===== config.mk =====
export PLATFORM = sky130hd
export DESIGN_NAME = debounced_button_bank
export DESIGN_NICKNAME = d
export VERILOG_FILES = /design/src/rtl/debounced_button_bank.sv
export SDC_FILE = /design/constraint.sdc
export NUM_CORES = 1
export LEC_CHECK = 0
export CORE_ASPECT_RATIO = 0.8
export CORE_MARGIN = 4
export CORE_UTILIZATION = 48
export DETAILED_ROUTE_END_ITERATION = 7
export GPL_TIMING_DRIVEN = 0
export PLACE_DENSITY_LB_ADDON = 0.25
export SLEW_MARGIN = 20
export SYNTH_ARGS = -nofsm -noshare
export SYNTH_HDL_FRONTEND = slang
export SYNTH_SLANG_ARGS = --single-unit

===== constraint.sdc =====
create_clock -name clk -period 2.2 [get_ports clk]
set_input_delay 0.22 -clock clk [delete_from_list [all_inputs] [get_ports clk]]
set_output_delay 0.22 -clock clk [all_outputs]
set_load 0.05 [all_outputs]

===== src/rtl/debounced_button_bank.sv =====
// debounced_button_bank
//   Debounces N independent push buttons on a single clock. A shared prescaler
//   produces the tick that paces every channel. Each channel has a 2-flop
//   synchroniser, a settle counter that debounces both press and release, and
//   a saturating long-press timer.
//
// Ports
//   clk         system clock, all state on posedge
//   rst_n       asynchronous active-low reset
//   pb_in       raw asynchronous button inputs
//   deb_out     debounced pressed level (1 = pressed)
//   press_ev    1-cycle pulse when deb_out rises
//   release_ev  1-cycle pulse when deb_out falls
//   long_ev     1-cycle pulse, once per press, after LONG_TICKS ticks held
module debounced_button_bank #(
  parameter int N          = 8,
  parameter int ACTIVE_LOW = 0,
  parameter int PRESCALE   = 1000,
  parameter int SETTLE     = 1000,
  parameter int LONG_TICKS = 25000
) (
  input  logic         clk,
  input  logic         rst_n,
  input  logic [N-1:0] pb_in,
  output logic [N-1:0] deb_out,
  output logic [N-1:0] press_ev,
  output logic [N-1:0] release_ev,
  output logic [N-1:0] long_ev
);

  // PRESCALE=1 would give a zero-width counter; keep one bit that never moves.
  localparam int PW = (PRESCALE > 1) ? $clog2(PRESCALE) : 1;
  localparam int SW = $clog2(SETTLE + 1);
  localparam int LW = $clog2(LONG_TICKS + 1);

  localparam logic [PW-1:0] P_LAST = PW'(PRESCALE - 1);
  localparam logic [SW-1:0] S_LAST = SW'(SETTLE - 1);
  localparam logic [LW-1:0] L_LAST = LW'(LONG_TICKS - 1);
  localparam logic [LW-1:0] L_MAX  = LW'(LONG_TICKS);
  localparam logic          INV    = (ACTIVE_LOW != 0);

  logic [PW-1:0] pcnt;
  logic          tick;

  assign tick = (pcnt == P_LAST);

  always_ff @(posedge clk or negedge rst_n) begin
    if (!rst_n) begin
      pcnt <= '0;
    end else if (tick) begin
      pcnt <= '0;
    end else begin
      pcnt <= pcnt + 1'b1;
    end
  end

  // Polarity is normalised at the first flop so everything after it sees
  // 1 = pressed, and reset leaves the synchroniser in the not-pressed state.
  logic [N-1:0] s1;
  logic [N-1:0] s2;

  always_ff @(posedge clk or negedge rst_n) begin
    if (!rst_n) begin
      s1 <= '0;
      s2 <= '0;
    end else begin
      s1 <= pb_in ^ {N{INV}};
      s2 <= s1;
    end
  end

  for (genvar i = 0; i < N; i++) begin : g_ch
    logic [SW-1:0] scnt;
    logic [LW-1:0] tmr;
    logic          deb;
    logic          pr;
    logic          rl;
    logic          lg;
    logic          flip;

    assign flip = (s2[i] != deb) && tick && (scnt == S_LAST);

    always_ff @(posedge clk or negedge rst_n) begin
      if (!rst_n) begin
        scnt <= '0;
        tmr  <= '0;
        deb  <= 1'b0;
        pr   <= 1'b0;
        rl   <= 1'b0;
        lg   <= 1'b0;
      end else begin
        pr <= flip & s2[i];
        rl <= flip & ~s2[i];
        lg <= 1'b0;

        if (s2[i] == deb) begin
          scnt <= '0;
        end else if (tick) begin
          if (flip) begin
            deb  <= s2[i];
            scnt <= '0;
          end else begin
            scnt <= scnt + 1'b1;
          end
        end

        // The timer only runs on ticks where the button was already down,
        // so the press edge itself does not count. A flip while pressed is
        // the release edge and clears the timer together with deb_out.
        if (!deb || flip) begin
          tmr <= '0;
        end else if (tick && (tmr != L_MAX)) begin
          tmr <= tmr + 1'b1;
          lg  <= (tmr == L_LAST);
        end
      end
    end

    assign deb_out[i]    = deb;
    assign press_ev[i]   = pr;
    assign release_ev[i] = rl;
    assign long_ev[i]    = lg;
  end

endmodule


After elaboration in Yosys (flattened, before gate mapping)

Cells that the tools add are included.

Bits in registers: 258
Bits of input ports: 10
Output and inout bits: 32
Word-level logic and storage cells: 262

Add/sub/neg operators: 17
Eq/ne operators: 41
Multiplexer cells: 57
Bitwise gates (word level): 32
Reduce and logical (&&, ||, !) cells: 64

Operators with widths:

| operator                                                         | count |
|---|---|
| 10-bit 2-to-1 mux                                                | 25 |
| 15-bit 2-to-1 mux                                                | 16 |
| 15-bit by 1-bit adder with 15-bit output (second input constant) | 8 |
| 15-bit equality test (second input constant)                     | 8 |
| 15-bit inequality test (second input constant)                   | 8 |
| 10-bit by 1-bit adder with 10-bit output (second input constant) | 9 |
| 10-bit equality test (second input constant)                     | 9 |
| 2-bit nonzero test                                               | 16 |
| 1-bit logical AND                                                | 24 |
| 3-bit AND reduction                                              | 8 |
| 1-bit bitwise AND                                                | 16 |
| 1-bit 2-to-1 mux                                                 | 16 |
| 1-bit inverter                                                   | 16 |
| 1-bit equality test                                              | 8 |
| 1-bit zero test                                                  | 8 |
| 1-bit logical OR                                                 | 8 |
| 1-bit inequality test                                            | 8 |

Logic depth before layout (Yosys ltp)

Gate-level depths: netlist of run 1.

Depth in word-level cells: 6
Depth in mapped cells: 10
Depth with buffers taken out: 7

Worst setup path after synthesis of run 1

No wires, ideal clock.

Kind: flip-flop to flip-flop
From: register pcnt[3]
To: register g_ch[3].scnt[8]
Setup time: 0.069 ns
Data arrival time: 2.068 ns
Required time: 2.131 ns
Path slack: 0.063 ns
Cell stages (with the launch flop): 7
Path buffers: 1
Period minus slack after synthesis: 2.137 ns
Path through: dfrtp_1 -> buf_2 -> nor3b_4 -> nand2_4 -> or4_1 -> or4_1 -> nand3_1

Word-level cells in the longest chain between the ends: 6
Elaborated cells between the ends (all ways): 7
Those cells by class: eq/ne: 1; mux: 3; reduce/logical: 3

RTL lines:

| what                            | line | text |
|---|---|---|
| from (decl)                     | 42   | `logic [PW-1:0] pcnt;` |
| from (signal assigned)          | 53   | `pcnt <= pcnt + 1'b1;` |
| 10-bit equality test (*)        | 45   | `assign tick = (pcnt == P_LAST);` |
| 1-bit logical AND (2 in series) | 81   | `assign flip = (s2[i] != deb) && tick && (scnt == S_LAST);` |
| 10-bit 2-to-1 mux               | 99   | `if (flip) begin` |
| 10-bit 2-to-1 mux               | 98   | `end else if (tick) begin` |
| 10-bit 2-to-1 mux               | 96   | `if (s2[i] == deb) begin` |
| to (signal assigned)            | 103  | `scnt <= scnt + 1'b1;` |
| to (decl)                       | 73   | `logic [SW-1:0] scnt;` |

Every way passes the cells marked *; elsewhere a longest branch is shown, timed or not. The select of a mux whose other input is x is not followed.
A chain may end at the register's enable or synchronous reset.

Worst setup path in the final report of run 1

From: register pcnt[0]
To: register g_ch[3].scnt[8]

The elaborated chain is that of the path after synthesis.

==> flow_metrics.env, run 1 <==
export IMPL_start_util=0.491
export IMPL_p_seq_frac=0.495
export IMPL_combPwrFrac=0.017
export IMPL_clkPwrFrac=0.488
export IMPL_slowest_stage="or4_4"
export IMPL_hold_ws_ps=122
export IMPL_crit_required_ps=2670
export IMPL_cts_tree="built"
export IMPL_path_buf_inv=0
export IMPL_timing_fmax_mhz=463
export IMPL_r2r_start="pcnt[0]"
export IMPL_ios=42
export IMPL_ir_worst_vdd_uv=559
export IMPL_core_area_mm2=0.0265
export IMPL_power_density_mw_per_mm2=611
export IMPL_utilization=0.597
export IMPL_synth_edf_count=0
export IMPL_path_cells="ha_4, and2_4, nand2_8, or4_4, or4_1, nand3_1"
export IMPL_grt_overflow=0
export IMPL_fin_nets=1460
export IMPL_cts_sink_count=258
export IMPL_reg2reg_to="g_ch[3].scnt[8]"
export IMPL_grt_use_total=0.196
export IMPL_syn_avg_cell_area_um2=9.94
export IMPL_hold_class="in2reg"
export IMPL_grt_max_degree=100
export IMPL_syn2layout_area_growth_pct=21.6
export IMPL_fin_crit_sh=0.982
export IMPL_critPathTopFamily="simple AND/OR/NAND/NOR gates"
export IMPL_drive_gt1_frac=0.162
export IMPL_ctsLongestPathBuffers=3
export IMPL_synth_nets=1341
export IMPL_register_area_mm2=0.00646
export IMPL_crit_type="reg2reg"
export IMPL_synth_main_ff_cell="dfrtp_1"
export IMPL_p_leak_uw=0.00669
export IMPL_clk_latency_ps=530
export IMPL_clock_skew_final_ps=11.7
export IMPL_layout_min_cycle_time_ps=2160
export IMPL_ys_top_cells_by_area="dfrtp_1, xor2_1, nor2_1, xnor2_1, nand2_1"
export IMPL_yosysSeqAreaShare=0.497
export IMPL_whs_endpoint="s1[0]"
export IMPL_power_switching_uw=2010
export IMPL_die_w_um=192
export IMPL_setup_slack_ps=40.3
export IMPL_drc=0
export IMPL_setup_viol=0
export IMPL_die_y_um=155
export IMPL_grt_pass1_vias=9568
export IMPL_ys_types=54
export IMPL_mappedNetlistArea_mm2=0.0130
export IMPL_grt_pass1_wl_um=49000
export IMPL_wirelength_um=29900
export IMPL_arrival_ps=2630
export IMPL_fin_area_mm2=0.0158
export IMPL_rows=53
export IMPL_viasPerCell=5.67
export IMPL_p_sw_frac=0.208
export IMPL_wl_per_cell_um=16.6
export IMPL_r2r_slack_ps=40
export IMPL_reg2reg_depth=6
export IMPL_antenna_found_initial=1
export IMPL_drt_iter0_drc=853
export IMPL_cp_slowest_stage_delay_ps=540
export IMPL_slew_headroom=0.518
export IMPL_hold_viol=0
export IMPL_place_ws_ps=-705
export IMPL_htreeDepth=1
export IMPL_globalplace_congestion=0.840
export IMPL_vias=10200
export IMPL_root_buffer="clkbuf_16"
export IMPL_synth_warnings=0
export IMPL_synth_top_area_share=0.497
export IMPL_path_max_fanout=5
export IMPL_min_path_cells=1
export IMPL_cts_buffers=27
export IMPL_p_int_uw=7640
export IMPL_synth_area_leader_cell="dfrtp_1"
export IMPL_n_fill_cell=2148
export IMPL_multi_input_area_mm2=0.00643
export IMPL_fin_tns_setup_ps=0
export IMPL_antenna_left=0
export IMPL_antenna_cells=0
export IMPL_drv_slew=0
export IMPL_dieArea_mm2=0.0298
export IMPL_ys_seq_elements=258
export IMPL_async_flop_share=1.00
export IMPL_status="complete, no violations"
export IMPL_drv_cap=0
export IMPL_cts_clk_slew_worst_paths_ps=60
export IMPL_syn_instance_count=1306
export IMPL_tightest_slew_ps=718
export IMPL_hold_start="pb_in[0]"
export IMPL_placed_cell_area_mm2=0.0139
export IMPL_firstDrtPassIters=5
export IMPL_dp_hpwl_um=18600
export IMPL_placement_io_buffers=41
export IMPL_critPathCaptureType="flip-flop"
export IMPL_critPathLaunchType="flip-flop"
## cell type report
| type | count | share of cell area |
|---|---|---|
| sequential | 258 | 0.409 |
| multi-input combinational | 957 | 0.407 |
| timing repair buffer | 92 | 0.0573 |
| inverter | 22 | 0.00523 |
| tap | 357 | 0.0283 |
| buffer | 67 | 0.0344 |
| clock buffer | 41 | 0.0506 |
| clock inverter | 8 | 0.00777 |
## per-stage QoR
stage / std cells / total power [uW]
2_1_floorplan: 1306 / 4890
3_3_place_gp: 1704 / 5020
3_5_place_dp: 1706 / 5030
4_1_cts: 1776 / 9780
5_1_grt: 1802 / 9990
6_report: 1802 / 9650
## cell families (layout without fill, tap and decap cells)
| kind of cell | Yosys count | in the layout | share of synthesized area |
|---|---|---|---|
| adder cells (fa/ha/maj) | 25 | 25 | 0.0241 |
| AO/OA/AOI/OAI | 153 | 153 | 0.0752 |
| buffers and inverters | 92 | 230 | 0.0388 |
| AND/OR/NAND/NOR | 633 | 634 | 0.263 |
| XOR/XNOR | 125 | 125 | 0.0843 |
| flip-flops | 258 | 258 | 0.497 |
| multiplexers | 20 | 20 | 0.0168 |
## worst max path at each step
stage / start / endpoint / slack (ps) / cells past startpoint
3_5_place_dp: pcnt[0] / g_ch[6].lg / -710 / 7
4_1_cts: pcnt[4] / g_ch[3].tmr[9] / -30 / 8
5_1_grt: pcnt[3] / g_ch[6].lg / -4 / 7
6_report: pcnt[0] / g_ch[3].scnt[8] / 40 / 6
3_3_place_gp: rst_n / g_ch[4].tmr[12] / -10310 / 1
2_1_floorplan: pcnt[3] / g_ch[3].scnt[8] / 60 / 6
## layout by cell type (no fill, tap or decap), types with 15 or more instances in the layout
master	Yosys	routed
buf_4	34	80
nor3b_1	16	15
clkbuf_16	0	29
xor2_1	76	76
and3_1	44	44
nand3_1	77	75
a21oi_1	47	45
nand4_1	54	54
a22o_1	15	15
and4_1	17	17
a31oi_1	41	41
dfrtp_1	258	255
xnor2_1	49	49
o21ai_0	20	20
nor3_1	36	33
ha_1	25	24
nand2_1	103	94
clkdlybuf4s50_1	0	32
nor2_1	159	158
inv_1	22	22
nand2b_1	20	20
## state kept, by name, summed over array words and instances (netlist names)
name / flops
g_ch.deb: 8
g_ch.lg: 8
g_ch.pr: 8
g_ch.rl: 8
g_ch.scnt: 80
g_ch.tmr: 120
pcnt: 10
s1: 8
s2: 8
## power groups by stage
stage	Sequential, uW	Combinational, uW	Clock, uW
global placement	4870	153	0
global route	4780	192	5030
finish	4780	164	4710
detailed placement	4860	167	0
floorplan	4860	31.1	0
CTS	4780	172	4830
## Yosys cell counts (all sizes together), types with 10 or more instances
| cell type | instances |
|---|---|
| a21oi | 47 |
| a22o | 15 |
| a31oi | 41 |
| and3 | 44 |
| and4 | 17 |
| buf | 59 |
| clkbuf | 11 |
| dfrtp | 258 |
| ha | 25 |
| inv | 22 |
| mux2 | 14 |
| nand2 | 104 |
| nand2b | 20 |
| nand3 | 77 |
| nand3b | 10 |
| nand4 | 55 |
| nand4b | 10 |
| nor2 | 159 |
| nor3 | 37 |
| nor3b | 17 |
| nor4 | 27 |
| o21ai | 29 |
| or3 | 13 |
| xnor2 | 49 |
| xor2 | 76 |
## timing repair
item,in CTS,in global routing
pin swaps,18,19
hold endpoints to repair,75,0
buffers inserted,21,25
resized for setup,104,33
setup endpoints to repair,232,195
gates cloned,1,3
hold buffers,1,0
## layer usage
layer  up-vias  global-route usage  part of all wire
met3        62              0.0343             0.054
met5         -                   0           0.00043
li1       4886                   -                 -
met2       257               0.294              0.44
met1      5011               0.296              0.48
met4         2              0.0547             0.028
Note: power is estimated with default switching activity, not from simulation.
==> run 2: changes to the inputs <==
HOLD_SLACK_MARGIN = 0.06   (was default)
SLEW_MARGIN = default   (was 20)
==> results of run 2 <==
Same layout as run 1: the final DEF is identical, and so are final timing and power.
==> run 3: changes to the inputs <==
RECOVER_POWER = 25   (was default)
SLEW_MARGIN = 10   (was default)
==> flow_metrics.env, run 3 (synthesis results as in run 1) <==
export IMPL_status="complete, no violations"
export IMPL_tightest_slew_ps=1100
export IMPL_grt_max_degree=100
export IMPL_wirelength_um=29900
export IMPL_largest_reg_flops=120
export IMPL_globalplace_congestion=0.840
export IMPL_antenna_cells=0
export IMPL_drc=0
export IMPL_fin_nets=1460
export IMPL_fin_crit_sh=0.980
export IMPL_critPathCaptureType="flip-flop"
export IMPL_firstDrtPassIters=5
export IMPL_cts_buffers=27
export IMPL_layout_cells_non_filler=1802
export IMPL_syn2layout_area_growth_pct=21.5
export IMPL_core_area_mm2=0.0265
export IMPL_grt_use_total=0.196
export IMPL_root_buffer="clkbuf_16"
export IMPL_wl_per_cell_um=16.6
export IMPL_vias=10200
export IMPL_viasPerCell=5.68
export IMPL_p_leak_uw=0.00669
export IMPL_grt_pass1_vias=9568
export IMPL_arrival_ps=2620
export IMPL_hold_viol=0
export IMPL_path_max_fanout=5
export IMPL_timing_fmax_mhz=464
export IMPL_slew_headroom=0.270
export IMPL_drive_gt1_frac=0.162
export IMPL_final_common_cell="dfrtp_1"
export IMPL_cts_tree="built"
export IMPL_grt_overflow=0
export IMPL_min_path_cells=1
export IMPL_ir_worst_vdd_uv=559
export IMPL_die_w_um=192
export IMPL_antenna_found_initial=1
export IMPL_dieArea_mm2=0.0298
export IMPL_n_fill_cell=2152
export IMPL_drv_cap=0
export IMPL_hold_class="in2reg"
export IMPL_cts_clk_slew_worst_paths_ps=60
export IMPL_power_density_mw_per_mm2=612
export IMPL_rows=53
export IMPL_clock_skew_final_ps=11.3
export IMPL_setup_viol=0
export IMPL_regMostFlops="g_ch.tmr"
export IMPL_ctsLongestPathBuffers=3
export IMPL_dp_hpwl_um=18600
export IMPL_final_cell_mix="dfrtp_1, nor2_1, nand2_1, buf_4, xor2_1"
export IMPL_critPathLaunchType="flip-flop"
export IMPL_ios=42
export IMPL_antenna_left=0
export IMPL_reg_top3="g_ch.tmr (120), g_ch.scnt (80), pcnt (10)"
export IMPL_dpl_cell_count=1706
export IMPL_placement_io_buffers=41
export IMPL_layout_min_cycle_time_ps=2160
export IMPL_cts_sink_count=258
export IMPL_clk_latency_ps=530
export IMPL_drt_iter0_drc=755
export IMPL_total_power_uw=9640
export IMPL_crit_type="reg2reg"
export IMPL_drv_slew=0
export IMPL_reg2reg_depth=6
export IMPL_htreeDepth=1
export IMPL_start_util=0.491
export IMPL_die_y_um=155
export IMPL_crit_required_ps=2670
export IMPL_grt_pass1_wl_um=49000
-- run 3: stage by stage --
| stage | setup WS, ps | cell area (um^2) | setup TNS (ps) | utilization | hold slack [ps] |
|---|---|---|---|---|---|
| CTS | -28.8 | 15500 | -28.8 | 0.584 | 102 |
| detailed placement | -705 | 13900 | -98750 | 0.525 | 238 |
| global route | -3.60 | 15800 | -7.52 | 0.596 | 228 |
| global placement | -10310 | 13800 | -2754670 | 0.523 | 331 |
| floorplan | 63.2 | 13000 | 0 | - | -75.6 |
| finish | 43.9 | 15800 | 0 | 0.596 | 237 |
-- run 3: worst max-delay path: stages (launching register included) --
cell and delay, ps:
dfrtp_1 410, ha_4 200, and2_4 250, nand2_8 110
or4_4 550, or4_1 480, nand3_1 90
-- run 3: power breakdown --
part           total [uW]  switching (uW)  internal (uW)
sequential           4780            17.7           4760
clock                4710            1870           2840
combinational         155             125           30.3
total                9640            2010           7630
-- run 3: per-layer routing --
layer  vias up  track usage  part of all wire
li1       4889            -                 -
met1      5027        0.296              0.48
met2       261        0.294              0.44
met3        60       0.0343             0.054
met4         2       0.0547             0.028
met5         -            0           0.00043
-- run 3: final timing paths --
check / slack (ps) / endpoint / start
setup / recovery: 40 / g_ch[3].scnt[8] / pcnt[0]
hold / removal: 240 / s1[0] / pb_in[0]
setup reg to reg: 40 / g_ch[3].scnt[8] / pcnt[0]
hold reg to reg: 350 / s2[7] / s1[7]
max in group asynchronous: 410 / pcnt[5] / rst_n
min in group asynchronous: 450 / g_ch[2].scnt[8] / rst_n
-- run 3: final cells by class --
class,instances,area [um^2],area share
sequential,258,6460,0.410
multi-input combinational,957,6430,0.408
timing repair buffer,92,881,0.0559
clock buffer,41,798,0.0506
buffer,67,543,0.0344
tap,357,447,0.0283
clock inverter,8,123,0.00778
inverter,22,82.6,0.00524
-- run 3: repair_timing --
action,CTS,global route
gates cloned,1,3
hold buffers,1,0
setup buffers,21,25
endpoints found under the hold margin,75,0
setup endpoints to repair,232,195
resized for setup,104,33
pin swaps,18,19
